$ cat src/rtl/sram_arbiter_if.sv
// Requester-side command/response bundle for one sram_arbiter port.
// The requester drives the command; the arbiter drives ready and the response pulses.
interface sram_arbiter_if;
  logic        req_valid;
  logic        req_ready;
  logic        req_we;
  logic [22:0] req_addr;
  logic [63:0] req_wdata;
  logic        rsp_valid;
  logic        rsp_err;
  logic        wr_err;

  modport master (
    output req_valid,
    output req_we,
    output req_addr,
    output req_wdata,
    input  req_ready,
    input  rsp_valid,
    input  rsp_err,
    input  wr_err
  );

  modport slave (
    input  req_valid,
    input  req_we,
    input  req_addr,
    input  req_wdata,
    output req_ready,
    output rsp_valid,
    output rsp_err,
    output wr_err
  );
endinterface

$ cat src/rtl/sram_arbiter.sv
// Two-port round-robin arbiter feeding registered controls to a single-port 64-bit SRAM.
// Commands complete in order; read responses appear two edges after acceptance.
module sram_arbiter #(
  parameter int unsigned ROW_DEPTH = 4096
) (
  input  logic             clk,
  input  logic             rst_n,
  sram_arbiter_if.slave    p0,
  sram_arbiter_if.slave    p1,
  output logic [63:0]      rsp_rdata,
  output logic [22:0]      mem_address,
  output logic [63:0]      mem_wdata,
  output logic             mem_we,
  input  logic [63:0]      mem_rdata
);

  localparam logic [18:0] RowLimit = 19'(ROW_DEPTH);

  typedef struct packed {
    logic valid;
    logic port;
    logic is_read;
    logic err;
  } tag_t;

  logic        grant0;
  logic        grant1;
  logic        accept;
  logic        sel;
  logic [22:0] sel_addr;
  logic [63:0] sel_wdata;
  logic        sel_we;
  logic        sel_in_range;

  logic        last_grant_q, last_grant_d;
  logic [22:0] mem_address_q, mem_address_d;
  logic [63:0] mem_wdata_q, mem_wdata_d;
  logic        mem_we_q, mem_we_d;
  tag_t        tag_a_q, tag_a_d;
  tag_t        tag_b_q;

  logic        hit0;
  logic        hit1;

  // last_grant_q holds the port served most recently; on a tie the other one wins.
  always_comb begin
    grant0 = p0.req_valid && (!p1.req_valid || last_grant_q);
    grant1 = p1.req_valid && (!p0.req_valid || !last_grant_q);
  end

  assign p0.req_ready = grant0;
  assign p1.req_ready = grant1;

  always_comb begin
    accept        = grant0 || grant1;
    sel           = grant1;
    sel_addr      = sel ? p1.req_addr  : p0.req_addr;
    sel_wdata     = sel ? p1.req_wdata : p0.req_wdata;
    sel_we        = sel ? p1.req_we    : p0.req_we;
    sel_in_range  = {1'b0, sel_addr[22:5]} < RowLimit;

    last_grant_d  = last_grant_q;
    mem_address_d = mem_address_q;
    mem_wdata_d   = mem_wdata_q;
    mem_we_d      = 1'b0;
    tag_a_d       = '0;

    if (accept) begin
      last_grant_d    = sel;
      mem_address_d   = sel_addr;
      mem_wdata_d     = sel_wdata;
      // Out-of-range writes are demoted to a harmless read of the presented address.
      mem_we_d        = sel_we && sel_in_range;
      tag_a_d.valid   = 1'b1;
      tag_a_d.port    = sel;
      tag_a_d.is_read = !sel_we;
      tag_a_d.err     = !sel_in_range;
    end
  end

  always_ff @(posedge clk or negedge rst_n) begin
    if (!rst_n) begin
      last_grant_q  <= 1'b1;
      mem_address_q <= '0;
      mem_wdata_q   <= '0;
      mem_we_q      <= 1'b0;
      tag_a_q       <= '0;
      tag_b_q       <= '0;
    end else begin
      last_grant_q  <= last_grant_d;
      mem_address_q <= mem_address_d;
      mem_wdata_q   <= mem_wdata_d;
      mem_we_q      <= mem_we_d;
      tag_a_q       <= tag_a_d;
      tag_b_q       <= tag_a_q;
    end
  end

  assign mem_address = mem_address_q;
  assign mem_wdata   = mem_wdata_q;
  assign mem_we      = mem_we_q;

  // Stage B lines up with the SRAM's registered read data.
  assign hit0 = tag_b_q.valid && !tag_b_q.port;
  assign hit1 = tag_b_q.valid &&  tag_b_q.port;

  assign p0.rsp_valid = hit0 && tag_b_q.is_read;
  assign p0.rsp_err   = hit0 && tag_b_q.err;
  assign p0.wr_err    = hit0 && !tag_b_q.is_read && tag_b_q.err;
  assign p1.rsp_valid = hit1 && tag_b_q.is_read;
  assign p1.rsp_err   = hit1 && tag_b_q.err;
  assign p1.wr_err    = hit1 && !tag_b_q.is_read && tag_b_q.err;

  assign rsp_rdata = (tag_b_q.valid && tag_b_q.is_read && !tag_b_q.err) ? mem_rdata : 64'h0;

  grant_onehot_a: assert property (@(posedge clk) disable iff (!rst_n) !(grant0 && grant1));
  we_in_range_a:  assert property (@(posedge clk) disable iff (!rst_n)
                                   mem_we |-> ({1'b0, mem_address[22:5]} < RowLimit));

endmodule
$ cat src/flat_wrapper.sv
// flat-port wrapper written by rule: the top's interface ports become plain ports
module sram_arbiter_flat 
#(
  parameter int unsigned ROW_DEPTH = 4096
)
  (clk, rst_n, rsp_rdata, mem_address, mem_wdata, mem_we, mem_rdata, p0_req_valid, p0_req_we, p0_req_addr, p0_req_wdata, p0_req_ready, p0_rsp_valid, p0_rsp_err, p0_wr_err, p1_req_valid, p1_req_we, p1_req_addr, p1_req_wdata, p1_req_ready, p1_rsp_valid, p1_rsp_err, p1_wr_err);
  sram_arbiter_if p0_i ();
  sram_arbiter_if p1_i ();
  input  logic clk;
  input  logic rst_n;
  output logic [63:0] rsp_rdata;
  output logic [22:0] mem_address;
  output logic [63:0] mem_wdata;
  output logic mem_we;
  input  logic [63:0] mem_rdata;
  input wire logic [$bits(p0_i.req_valid)-1:0] p0_req_valid;
  input wire logic [$bits(p0_i.req_we)-1:0] p0_req_we;
  input wire logic [$bits(p0_i.req_addr)-1:0] p0_req_addr;
  input wire logic [$bits(p0_i.req_wdata)-1:0] p0_req_wdata;
  output wire logic [$bits(p0_i.req_ready)-1:0] p0_req_ready;
  output wire logic [$bits(p0_i.rsp_valid)-1:0] p0_rsp_valid;
  output wire logic [$bits(p0_i.rsp_err)-1:0] p0_rsp_err;
  output wire logic [$bits(p0_i.wr_err)-1:0] p0_wr_err;
  input wire logic [$bits(p1_i.req_valid)-1:0] p1_req_valid;
  input wire logic [$bits(p1_i.req_we)-1:0] p1_req_we;
  input wire logic [$bits(p1_i.req_addr)-1:0] p1_req_addr;
  input wire logic [$bits(p1_i.req_wdata)-1:0] p1_req_wdata;
  output wire logic [$bits(p1_i.req_ready)-1:0] p1_req_ready;
  output wire logic [$bits(p1_i.rsp_valid)-1:0] p1_rsp_valid;
  output wire logic [$bits(p1_i.rsp_err)-1:0] p1_rsp_err;
  output wire logic [$bits(p1_i.wr_err)-1:0] p1_wr_err;
  assign p0_i.req_valid = p0_req_valid;
  assign p0_i.req_we = p0_req_we;
  assign p0_i.req_addr = p0_req_addr;
  assign p0_i.req_wdata = p0_req_wdata;
  assign p0_req_ready = p0_i.req_ready;
  assign p0_rsp_valid = p0_i.rsp_valid;
  assign p0_rsp_err = p0_i.rsp_err;
  assign p0_wr_err = p0_i.wr_err;
  assign p1_i.req_valid = p1_req_valid;
  assign p1_i.req_we = p1_req_we;
  assign p1_i.req_addr = p1_req_addr;
  assign p1_i.req_wdata = p1_req_wdata;
  assign p1_req_ready = p1_i.req_ready;
  assign p1_rsp_valid = p1_i.rsp_valid;
  assign p1_rsp_err = p1_i.rsp_err;
  assign p1_wr_err = p1_i.wr_err;
  sram_arbiter #(.ROW_DEPTH(ROW_DEPTH)) u_core (.clk(clk), .rst_n(rst_n), .p0(p0_i), .p1(p1_i), .rsp_rdata(rsp_rdata), .mem_address(mem_address), .mem_wdata(mem_wdata), .mem_we(mem_we), .mem_rdata(mem_rdata));
endmodule
$ cat config.mk
export PLATFORM = sky130hd
export DESIGN_NAME = sram_arbiter_flat
export DESIGN_NICKNAME = d
export VERILOG_FILES = /design/src/rtl/sram_arbiter_if.sv /design/src/rtl/sram_arbiter.sv /design/src/flat_wrapper.sv
export SDC_FILE = /design/constraint.sdc
export NUM_CORES = 1
export LEC_CHECK = 0
export ABC_AREA = 1
export ABC_CLOCK_PERIOD_IN_PS = 1200
export BUFFER_PORTS_ARGS = -buffer_cell sky130_fd_sc_hd__buf_2
export CAP_MARGIN = 15
export CORE_AREA = 2 2 156 158
export CTS_CLUSTER_DIAMETER = 50
export DETAILED_ROUTE_END_ITERATION = 8
export DIE_AREA = 0 0 158 160
export PLACE_DENSITY = 0.61
export RECOVER_POWER = 50
export SYNTH_ARGS = -nofsm -noshare
export SYNTH_HDL_FRONTEND = slang
export SYNTH_SLANG_ARGS = --single-unit
$ cat constraint.sdc
create_clock -name clk -period 1.2 [get_ports clk]
set_input_delay 0 -clock clk [delete_from_list [all_inputs] [get_ports clk]]
set_output_delay 0 -clock clk [all_outputs]
set_load 0.03 [all_outputs]
==> results of run 1 <==
metrics by stage:
step                      total power [mW]  util (%)  TNS (ns)  worst slack, ns  hold WS (ns)
final                                 12.9      54.0    -40.67           -0.354        0.0453
after global routing                  13.4      54.0    -51.69           -0.437        0.0543
after CTS                             12.3      50.4    -40.56           -0.316        0.0327
after detailed placement              7.32      31.8    -12.70           -0.174       -0.0500
after global placement                7.30      31.8    -10.08           -0.194       -0.0526
after floorplan                       5.92         -    -13.49           -0.198        -0.296
worst register-to-register path, cell delays in order (launching register included):
cell	delay [ns]
dfstp_2	0.56
inv_2	0.05
nand2_2	0.07
nand3_4	0.14
inv_8	0.11
buf_12	0.11
buf_12	0.13
clkbuf_16	0.17
nand2_2	0.07
o21ai_2	0.07
state kept, by name, summed over array words and instances, names as in the netlist:
name                 count
u_core.tag_a_q           4
u_core.mem_we            1
u_core.tag_b_q           4
u_core.last_grant_q      1
u_core.mem_address      23
u_core.mem_wdata        64
timing repair:
action                     4_1_cts  5_1_grt
hold buffers                   170        0
resized for setup              426      242
setup buffers                   34        7
pin swaps                       66       38
gates cloned                    32        5
setup endpoints to repair      162      163
hold endpoints to repair       183        0
kinds of logic (layout without fill, tap and decap cells):
kind of cell	after synthesis	count (layout)	synth area share, %
and+or+nand+nor	273	274	22.3
other	0	6	0
AOI/OAI and AO/OA	171	171	17.5
buffers and inverters	121	766	10.8
DFF	97	97	49.4
cells in the final DEF (no fill, tap or decap), types with 2 or more instances in the layout:
cell type and instances:
inv_2 3, o21ai_1 61, buf_2 330, buf_6 74
buf_4 26, dfrtp_1 93, nand3_4 3, nand2_4 35
nor4_4 2, nor2_2 36, dlygate4sd3_1 170, inv_1 72
inv_6 3, clkbuf_16 14, o21ai_2 86, nand2_1 42
clkbuf_2 2, nor2_4 62, nand3b_1 3, nand2_2 32
buf_16 28, nor2_1 55, nor3_4 2, o21ai_4 13
buf_8 6, a31oi_1 2, dfrtp_2 3, buf_12 29
diode_2 6, inv_8 2, o21ai_0 7
report_power, final:
group | internal, mW | switching, mW | total [mW]
Clock | 1.70 | 1.43 | 3.14
Combinational | 2.52 | 3.15 | 5.67
Sequential | 3.70 | 0.369 | 4.07
final timing paths:
check,end,slack (ns),depth (start not counted)
worst min-delay path,u_core.mem_address[21],0.05,5
worst max register to register,u_core.mem_wdata[49],-0.35,9
min in group asynchronous,u_core.mem_wdata[58],0.22,2
worst min register to register,u_core.tag_b_q[1],0.36,0
worst max-delay path,u_core.mem_wdata[49],-0.35,9
max in group asynchronous,u_core.tag_b_q[1],0.18,3
routing by layer:
metal,global-route usage [%],vias to the layer above
met5,0,-
met4,13.8,0
met3,5.64,156
met2,43.5,480
met1,24.2,3667
li1,-,3387
cell type report:
type                            instances  area, µm²  area share (%)
Clock buffer                           10        239            1.86
Timing Repair Buffer                  672       5990            46.6
Tap cell                              324        405            3.15
Inverter                               78        318            2.47
Sequential cell                        97       2430            18.9
Clock inverter                          6       71.3           0.554
Antenna cell                            6       15.0           0.117
Multi-Input combinational cell        445       3400            26.4
==> metrics.txt, run 1 <==
placed cell area 7570 µm²; Area growth, synth to finish 162%; number of antenna violations at the first check in global routing 7; Die Wd 158 µm; Synth async-reset ratio 100%; Synth Flop Type dfrtp_1; crit path buf inv count 5; Post-route DRC 0; post-synth top area cell dfrtp_1; CP Capture Type flop; layout cells sized above 1 61.2%; Seq cells post-synth 97; clk sinks 97; die area 25300 µm²; Critical Path Slowest Stage Cell dfstp_2; CP Launch Type flop; Synth Instances 662; Crit Path Max Fanout 5; clk_lat worst skew 0.36 ns; met1 WL 11800 µm; Clock Skews 0.00684 ns; Period minus WS final 1.55 ns; Power Dens Cells 1000 nW/µm²; critical path class flop to flop; total wire length 33400 µm; Placed Cells incl. Taps 1378; post-route cell area 12900 µm²; Mapped Area 4910 µm²; clock slew at reported path FFs 0.07 ns; fin crit share 130%; count of cell types in the netlist 24; Synth area leaders dfrtp_1, nor2_1, o21ai_0, nand2_1, o21ai_1; core area 23800 µm²; DIE HEIGHT 160 µm; Post-synth EDFFs 0; maximum clock rate 0.643 GHz; DR vias/cell 4.69; DR vias 7690; Synth top cells by count nor2_1, nand2_1, o21ai_0; met2 WL post-DR 17200 µm; fin. max-slew vios 0; global-route wire length before repair 44800 µm; GPL Wtd Cong 0.814; number of I/O pins 404; Worst Path Arrival 1.83 ns; met3 WL 2300 µm; Post-DRT Antenna Nets 0; Worst EP required 1.48 ns; most common cell in the netlist nor2_1; failing checks negative setup slack; HP Start p0_req_addr[21]; CTS tree yes; Leak Pwr 6.23 nW; crit path launch u_core.last_grant_q; CP cell instances inv_2, nand2_2, nand3_4, inv_8, buf_12, buf_12, clkbuf_16, nand2_2, o21ai_2; top cell type's share of synthesized area 48.9%; CTS Buf Count 9; vias in the first global route 8095; CTS root buffer clkbuf_16; Global Route Usage Sum 23.7%; final-report hold violation count 0; drt wl/cell 20.4 µm; sequential area share after synthesis 49.4%; initial core utilization 20.6%; PnR worst setup slack -0.354 ns; final net count 1547; CP peak stage delay 0.56 ns; IO buf count 403; Finish-stage setup viols 163; highest metal used met4; Cell Count, Final, Fillers Out 1638; syn avg cell area 7.42 µm²; DPL Wire Length 17100 µm; actual slew at the worst max-slew pin 0.690 ns; status finished, violations left; warnings from Yosys 0; H-tree depth 3; syn_nets 906; hold crit path type input pin to flop; # rows 57; Rel. slew slack 54.0%; gr ovfl total 0; Critical R2R Launch u_core.last_grant_q; Clock Tree Buf Depth 2; Max-cap violations 0; CP top delay family flip-flops; unrepaired setup endpoints after global routing yes; DRT iter0 DRCs 502; largest net degree at the start of global routing 36; Worst VDD drop 0.735 mV; number of fill cells 1930; drt pass-1 iters 5
No activity file was read; power rests on OpenSTA's default activity.
==> run 2: changes to the inputs <==
--- a/config.mk
+++ b/config.mk
@@ -13,6 +13,7 @@
 export CTS_CLUSTER_DIAMETER = 50
 export DETAILED_ROUTE_END_ITERATION = 8
 export DIE_AREA = 0 0 158 160
+export HOLD_SLACK_MARGIN = 0.15
 export PLACE_DENSITY = 0.61
 export RECOVER_POWER = 50
 export SYNTH_ARGS = -nofsm -noshare
==> run 2 against run 1 <==
  * Final area is 1.4% higher
  * Clock power hardly changed
  * The flow still finishes with violations (negative setup slack)
  * First-iteration DRC count is 14% higher
  * Routed wire length is 3.3% higher
  * Sequential power hardly changed
  * Highest routed layer unchanged
  * Clock skew is 0.0033 ns higher
  * Critical endpoint is now u_core.mem_wdata[42]
  * Fmax is 0.29% higher
  * Register-to-register slack hardly changed
  * Hold slack better by 0.0049 ns
  * Non-clock buffer count is 14 higher
  * Sequential cell count stayed put
==> metrics.txt, run 2 (synthesized netlist as in run 1, its figures left out) <==
status finished, violations left; failing checks negative setup slack; fin crit share 129%; placed cell area 7570 µm²; core area 23800 µm²; maximum clock rate 0.645 GHz; IO buf count 403; max FFs per register 64; Leak Pwr 6.35 nW; vias in the first global route 8244; CP Launch Type flop; Finish-stage setup viols 163; part of the power in the clock network 24.2%; Comb pwr share 44.4%; Psw 5.03 mW; # rows 57; critical path class flop to flop; Switching Share 38.7%; Clock Tree Buf Depth 2; global-route wire length before repair 46000 µm; commonest cells after routing, fill and taps aside buf_2, dlygate4sd3_1, dfrtp_1; hold crit path type input pin to flop; Final Util 54.8%; Overall Power 13.0 mW; hold_buf cts 178; Placed Cells incl. Taps 1378; Area growth, synth to finish 166%; DR vias/cell 4.78; DIE HEIGHT 160 µm; H-tree depth 3; Worst VDD drop 0.733 mV; TNS Setup -43.61 ns; Rel. slew slack 53.8%; CTS root buffer clkbuf_16; Crit Path Max Fanout 5; drt wl/cell 20.9 µm; part of the power in registers 31.4%; DR vias 7890; Post-route DRC 0; Cell Count, Final, Fillers Out 1650; layout cells sized above 1 61.3%; Worst EP required 1.47 ns; Max-cap violations 0; CP peak stage delay 0.56 ns; final hold slack 0.0502 ns; final net count 1561; drt pass-1 iters 5; Die Wd 158 µm; CTS Buf Count 9; commonest non-fill, non-tap cell in the layout buf_2; die area 25300 µm²; Post-DRT Antenna Nets 0; CTS tree yes; Worst Path Arrival 1.82 ns; unrepaired setup endpoints after global routing yes; initial core utilization 20.6%; Critical Path Slowest Stage Cell dfstp_2; Global Route Usage Sum 24.2%; actual slew at the worst max-slew pin 0.693 ns; clock slew at reported path FFs 0.08 ns; CP cell instances inv_2, nand2_2, nand3_4, inv_8, buf_12, buf_12, clkbuf_16, nand2_2, o21ai_1; GPL Wtd Cong 0.814; DPL Wire Length 17100 µm; post-route cell area 13100 µm²; number of I/O pins 404; Setup WS pre-CTS -0.174 ns; Power Dens Cells 996 nW/µm²; PnR worst setup slack -0.350 ns; CP Capture Type flop; Internal Power 7.98 mW; final-report hold violation count 0; fin. max-slew vios 0; total wire length 34500 µm; DRT iter0 DRCs 570; largest net degree at the start of global routing 36; number of antenna violations at the first check in global routing 3; Clock Skews 0.0102 ns; Period minus WS final 1.55 ns; gr ovfl total 0; clk sinks 97; clk_lat worst skew 0.35 ns
==> run 2: critical path, delay by kind of cell, from the launching register on <==
kind	cells	cell delay, ns
flip-flops	1	0.56
AO/OA/AOI/OAI	1	0.07
AND/OR/NAND/NOR	3	0.26
buffers and inverters	5	0.56
==> run 2: metal layers <==
metal	track usage [%]	vias up	share of wire (%)
li1	-	3413	-
met3	5.54	174	8.1
met5	0	-	0
met4	15.5	0	6.6
met1	25.2	3751	34
met2	43.4	552	51
==> run 2: final cells by class <==
class / count / area, µm²
flip-flops and latches: 97 / 2430
inverters: 78 / 318
fillers: 1925 / 10800
well taps: 324 / 405
clock buffers: 10 / 239
clock inverters: 6 / 71.3
repair buffers: 686 / 6170
diodes: 4 / 10.0
multi-input cells: 445 / 3410
==> run 2: power groups by stage <==
stage | clock (mW) | combinational (mW) | sequential [mW]
floorplan | 0 | 1.12 | 4.80
detailed placement | 0 | 3.33 | 3.99
global route | 3.36 | 6.04 | 4.13
finish | 3.15 | 5.77 | 4.09
global placement | 0 | 3.30 | 4.00
CTS | 3.22 | 5.13 | 3.97
==> run 2: path summary, 6_finish.rpt <==
check | start | endpoint | slack [ns] | depth (start not counted)
max reg2reg | u_core.last_grant_q | u_core.mem_wdata[42] | -0.35 | 9
max in group asynchronous | rst_n | u_core.tag_b_q[1] | 0.17 | 3
min | p1_req_valid | u_core.last_grant_q | 0.05 | 3
min in group asynchronous | rst_n | u_core.mem_wdata[58] | 0.22 | 2
max | u_core.last_grant_q | u_core.mem_wdata[42] | -0.35 | 9
min reg2reg | u_core.tag_a_q[2] | u_core.tag_b_q[2] | 0.35 | 0
==> run 2: repair_timing <==
action | in CTS | in global routing
gates resized for setup | 426 | 247
endpoints found under the hold margin | 188 | 20
pin swaps | 66 | 36
buffers inserted | 34 | 11
cloned | 32 | 6
endpoints found under the setup margin | 162 | 164
==> run 3: changes to the inputs <==
--- a/config.mk
+++ b/config.mk
@@ -5,8 +5,7 @@
 export SDC_FILE = /design/constraint.sdc
 export NUM_CORES = 1
 export LEC_CHECK = 0
-export ABC_AREA = 1
-export ABC_CLOCK_PERIOD_IN_PS = 1200
+export ABC_CLOCK_PERIOD_IN_PS = 1600
 export BUFFER_PORTS_ARGS = -buffer_cell sky130_fd_sc_hd__buf_2
 export CAP_MARGIN = 15
 export CORE_AREA = 2 2 156 158
@@ -14,7 +13,7 @@
 export DETAILED_ROUTE_END_ITERATION = 8
 export DIE_AREA = 0 0 158 160
 export HOLD_SLACK_MARGIN = 0.15
-export PLACE_DENSITY = 0.61
+export PLACE_DENSITY = 0.6
 export RECOVER_POWER = 50
 export SYNTH_ARGS = -nofsm -noshare
 export SYNTH_HDL_FRONTEND = slang
==> constraint.sdc (replaced) <==
create_clock -name clk -period 1.6 [get_ports clk]
set_input_delay 0 -clock clk [delete_from_list [all_inputs] [get_ports clk]]
set_output_delay 0 -clock clk [all_outputs]
set_load 0.03 [all_outputs]
==> run 3 against run 2 <==
  * The run now ends clean
  * Hold slack better by 0.27 ns
  * Clock-buffer cell count unchanged
  * Cell count fell by 9.9%
  * Sequential share of layout area grew 5.5 points
  * Sequential power down 28%
  * Synthesized area increased by 4.3%
  * Register-to-register slack improved by 0.41 ns
  * Critical endpoint is now rsp_rdata[49]
==> metrics.txt, run 3 <==
status finished clean; commonest non-fill, non-tap cell in the layout buf_2; Hold EP rsp_rdata[9]; final net count 1401; Clock Skews 0.00815 ns; worst hold path depth 3; CP Launch Type flop; initial core utilization 21.5%; flop2flop setup slack 0.06 ns; Post-DRT Antenna Nets 0; layout cells sized above 1 38.0%; part of the power in the clock network 29.7%; number of antenna violations at the first check in global routing 2; DR vias 6647; number of I/O pins 404; syn avg cell area 8.81 µm²; total wire length 26700 µm; Synth async-reset ratio 100%; DIE HEIGHT 160 µm; Synth Flop Type dfrtp_1; drt wl/cell 18.0 µm; critical path class flop to output pin; Mapped Area 5120 µm²; maximum clock rate 0.638 GHz; Overall Power 8.27 mW; GPL Wtd Cong 0.848; DR vias/cell 4.47; gr ovfl total 0; top cell type's share of synthesized area 46.9%; die area 25300 µm²; cells on worst reg2reg path 5; fin crit share 97.9%; Worst EP required 1.60 ns; Area growth, synth to finish 96.6%; syn_nets 825; Switching Share 35.7%; CP Capture Type output pin; fin. max-slew vios 0; Psw 2.96 mW; number of fill cells 2365; Period minus WS final 1.57 ns; Synth top cells by count nor2_1, dfrtp_1, nor3_1; final-report hold violation count 0; Internal Power 5.32 mW; Crit Path Max Fanout 22; CTS root buffer clkbuf_16; unrepaired setup endpoints after global routing yes; CTS Buf Count 9; DPL Wire Length 17100 µm; IO buf count 403; HP Start mem_rdata[9]; sequential area share after synthesis 47.4%; vias in the first global route 6959; Critical R2R Launch u_core.last_grant_q; clk_lat worst skew 0.34 ns; Final Util 42.3%; Rel. slew slack 67.0%; Synth area leaders dfrtp_1, nor3_2, nor2_1, nor3_1, and2_1; Die Wd 158 µm; Max-cap violations 0; actual slew at the worst max-slew pin 0.498 ns; global-route wire length before repair 38600 µm; Synth Instances 581; DRT iter0 DRCs 437; largest net degree at the start of global routing 57; reg2reg end u_core.mem_wdata[24]; count of cell types in the netlist 28; Worst VDD drop 0.500 mV; # rows 57; Finish-stage setup viols 0; Post-route DRC 0; post-synth top area cell dfrtp_1; most common cell in the netlist nor2_1; Worst Path Arrival 1.57 ns; commonest cells after routing, fill and taps aside buf_2, dlygate4sd3_1, nor2_1; Power Dens Cells 822 nW/µm²; Setup WS pre-CTS 0.106 ns; Clock Tree Buf Depth 2; part of the power in registers 35.5%; Post-synth EDFFs 0; hold crit path type input pin to output pin; drt pass-1 iters 7; Comb pwr share 34.8%; core area 23800 µm²; max FFs per register 64; PnR worst setup slack 0.0330 ns; clock slew at reported path FFs 0.06 ns; clk sinks 97; Leak Pwr 4.65 nW; CTS tree yes; Global Route Usage Sum 20.1%; H-tree depth 3; Seq cells post-synth 97; warnings from Yosys 0
-- run 3: layout make-up --
class                           count  area, µm²  share of cell area [%]
Multi-Input combinational cell    437       2490                    24.7
Clock inverter                      5       86.3                   0.858
Tap cell                          324        405                    4.03
Inverter                            4       18.8                   0.186
Clock buffer                       10        239                    2.37
Timing Repair Buffer              608       4390                    43.6
Antenna cell                        2       5.00                  0.0497
Sequential cell                    97       2430                    24.1
-- run 3: cell families (layout without fill, tap and decap cells) --
| logic type | Yosys count | count (layout) | synth area share (%) |
|---|---|---|---|
| AND/OR/NAND/NOR | 429 | 429 | 46.1 |
| flip-flops | 97 | 97 | 47.4 |
| buffers and inverters | 47 | 627 | 5.20 |
| AO/OA/AOI/OAI | 7 | 7 | 1.05 |
| multiplexers | 1 | 1 | 0.195 |
| other | 0 | 2 | 0 |
-- run 3: timing repair --
item / 4_1_cts / 5_1_grt
hold buffers: 182 / 0
pin swaps: 1 / 1
resized for setup: 27 / 133
setup buffers: 3 / 1
gates cloned: 1 / 0
setup endpoints to repair: 65 / 79
endpoints found under the hold margin: 189 / 0
-- run 3: routing by layer --
layer	wire [µm]	vias to the layer above	track usage [%]
met4	1490	0	9.42
li1	-	3057	-
met3	2360	70	5.97
met5	0	-	0
met1	9480	3123	20.8
met2	13400	397	36.6
-- run 3: per-stage QoR --
step,setup TNS [ns],instances,cell area (µm²),hold WS [ns]
final,0,1487,10100,0.325
after global routing,-0.923,1487,10100,0.338
after CTS,0,1484,9840,0.349
after detailed placement,0,1283,7550,-0.0595
after global placement,0,1283,7550,-0.0514
after floorplan,0,581,5120,-0.296
-- run 3: worst max path at each step --
stage | from | to | slack (ns) | cells after the start
floorplan | u_core.last_grant_q | u_core.mem_wdata[13] | 0.30 | 6
global placement | u_core.last_grant_q | u_core.mem_wdata[7] | 0.13 | 5
detailed placement | u_core.last_grant_q | u_core.mem_wdata[7] | 0.11 | 5
CTS | u_core.tag_b_q[3] | rsp_rdata[22] | 0.001 | 6
global route | u_core.tag_b_q[3] | rsp_rdata[49] | -0.06 | 6
finish | u_core.tag_b_q[3] | rsp_rdata[49] | 0.03 | 6
-- run 3: power by group through the flow --
stage | clock, mW | combinational (mW) | sequential [mW]
2_1_floorplan | 0 | 0.890 | 3.51
3_3_place_gp | 0 | 2.41 | 2.96
3_5_place_dp | 0 | 2.44 | 2.95
4_1_cts | 2.55 | 2.85 | 2.92
5_1_grt | 2.65 | 3.07 | 2.97
6_report | 2.46 | 2.88 | 2.94
-- run 3: worst max-delay path: stages, from the launching register on --
cell	delay (ns)
dfrtp_1	0.39
nand2_2	0.09
nor2_4	0.13
buf_12	0.14
buf_12	0.14
and2_1	0.18
buf_6	0.15
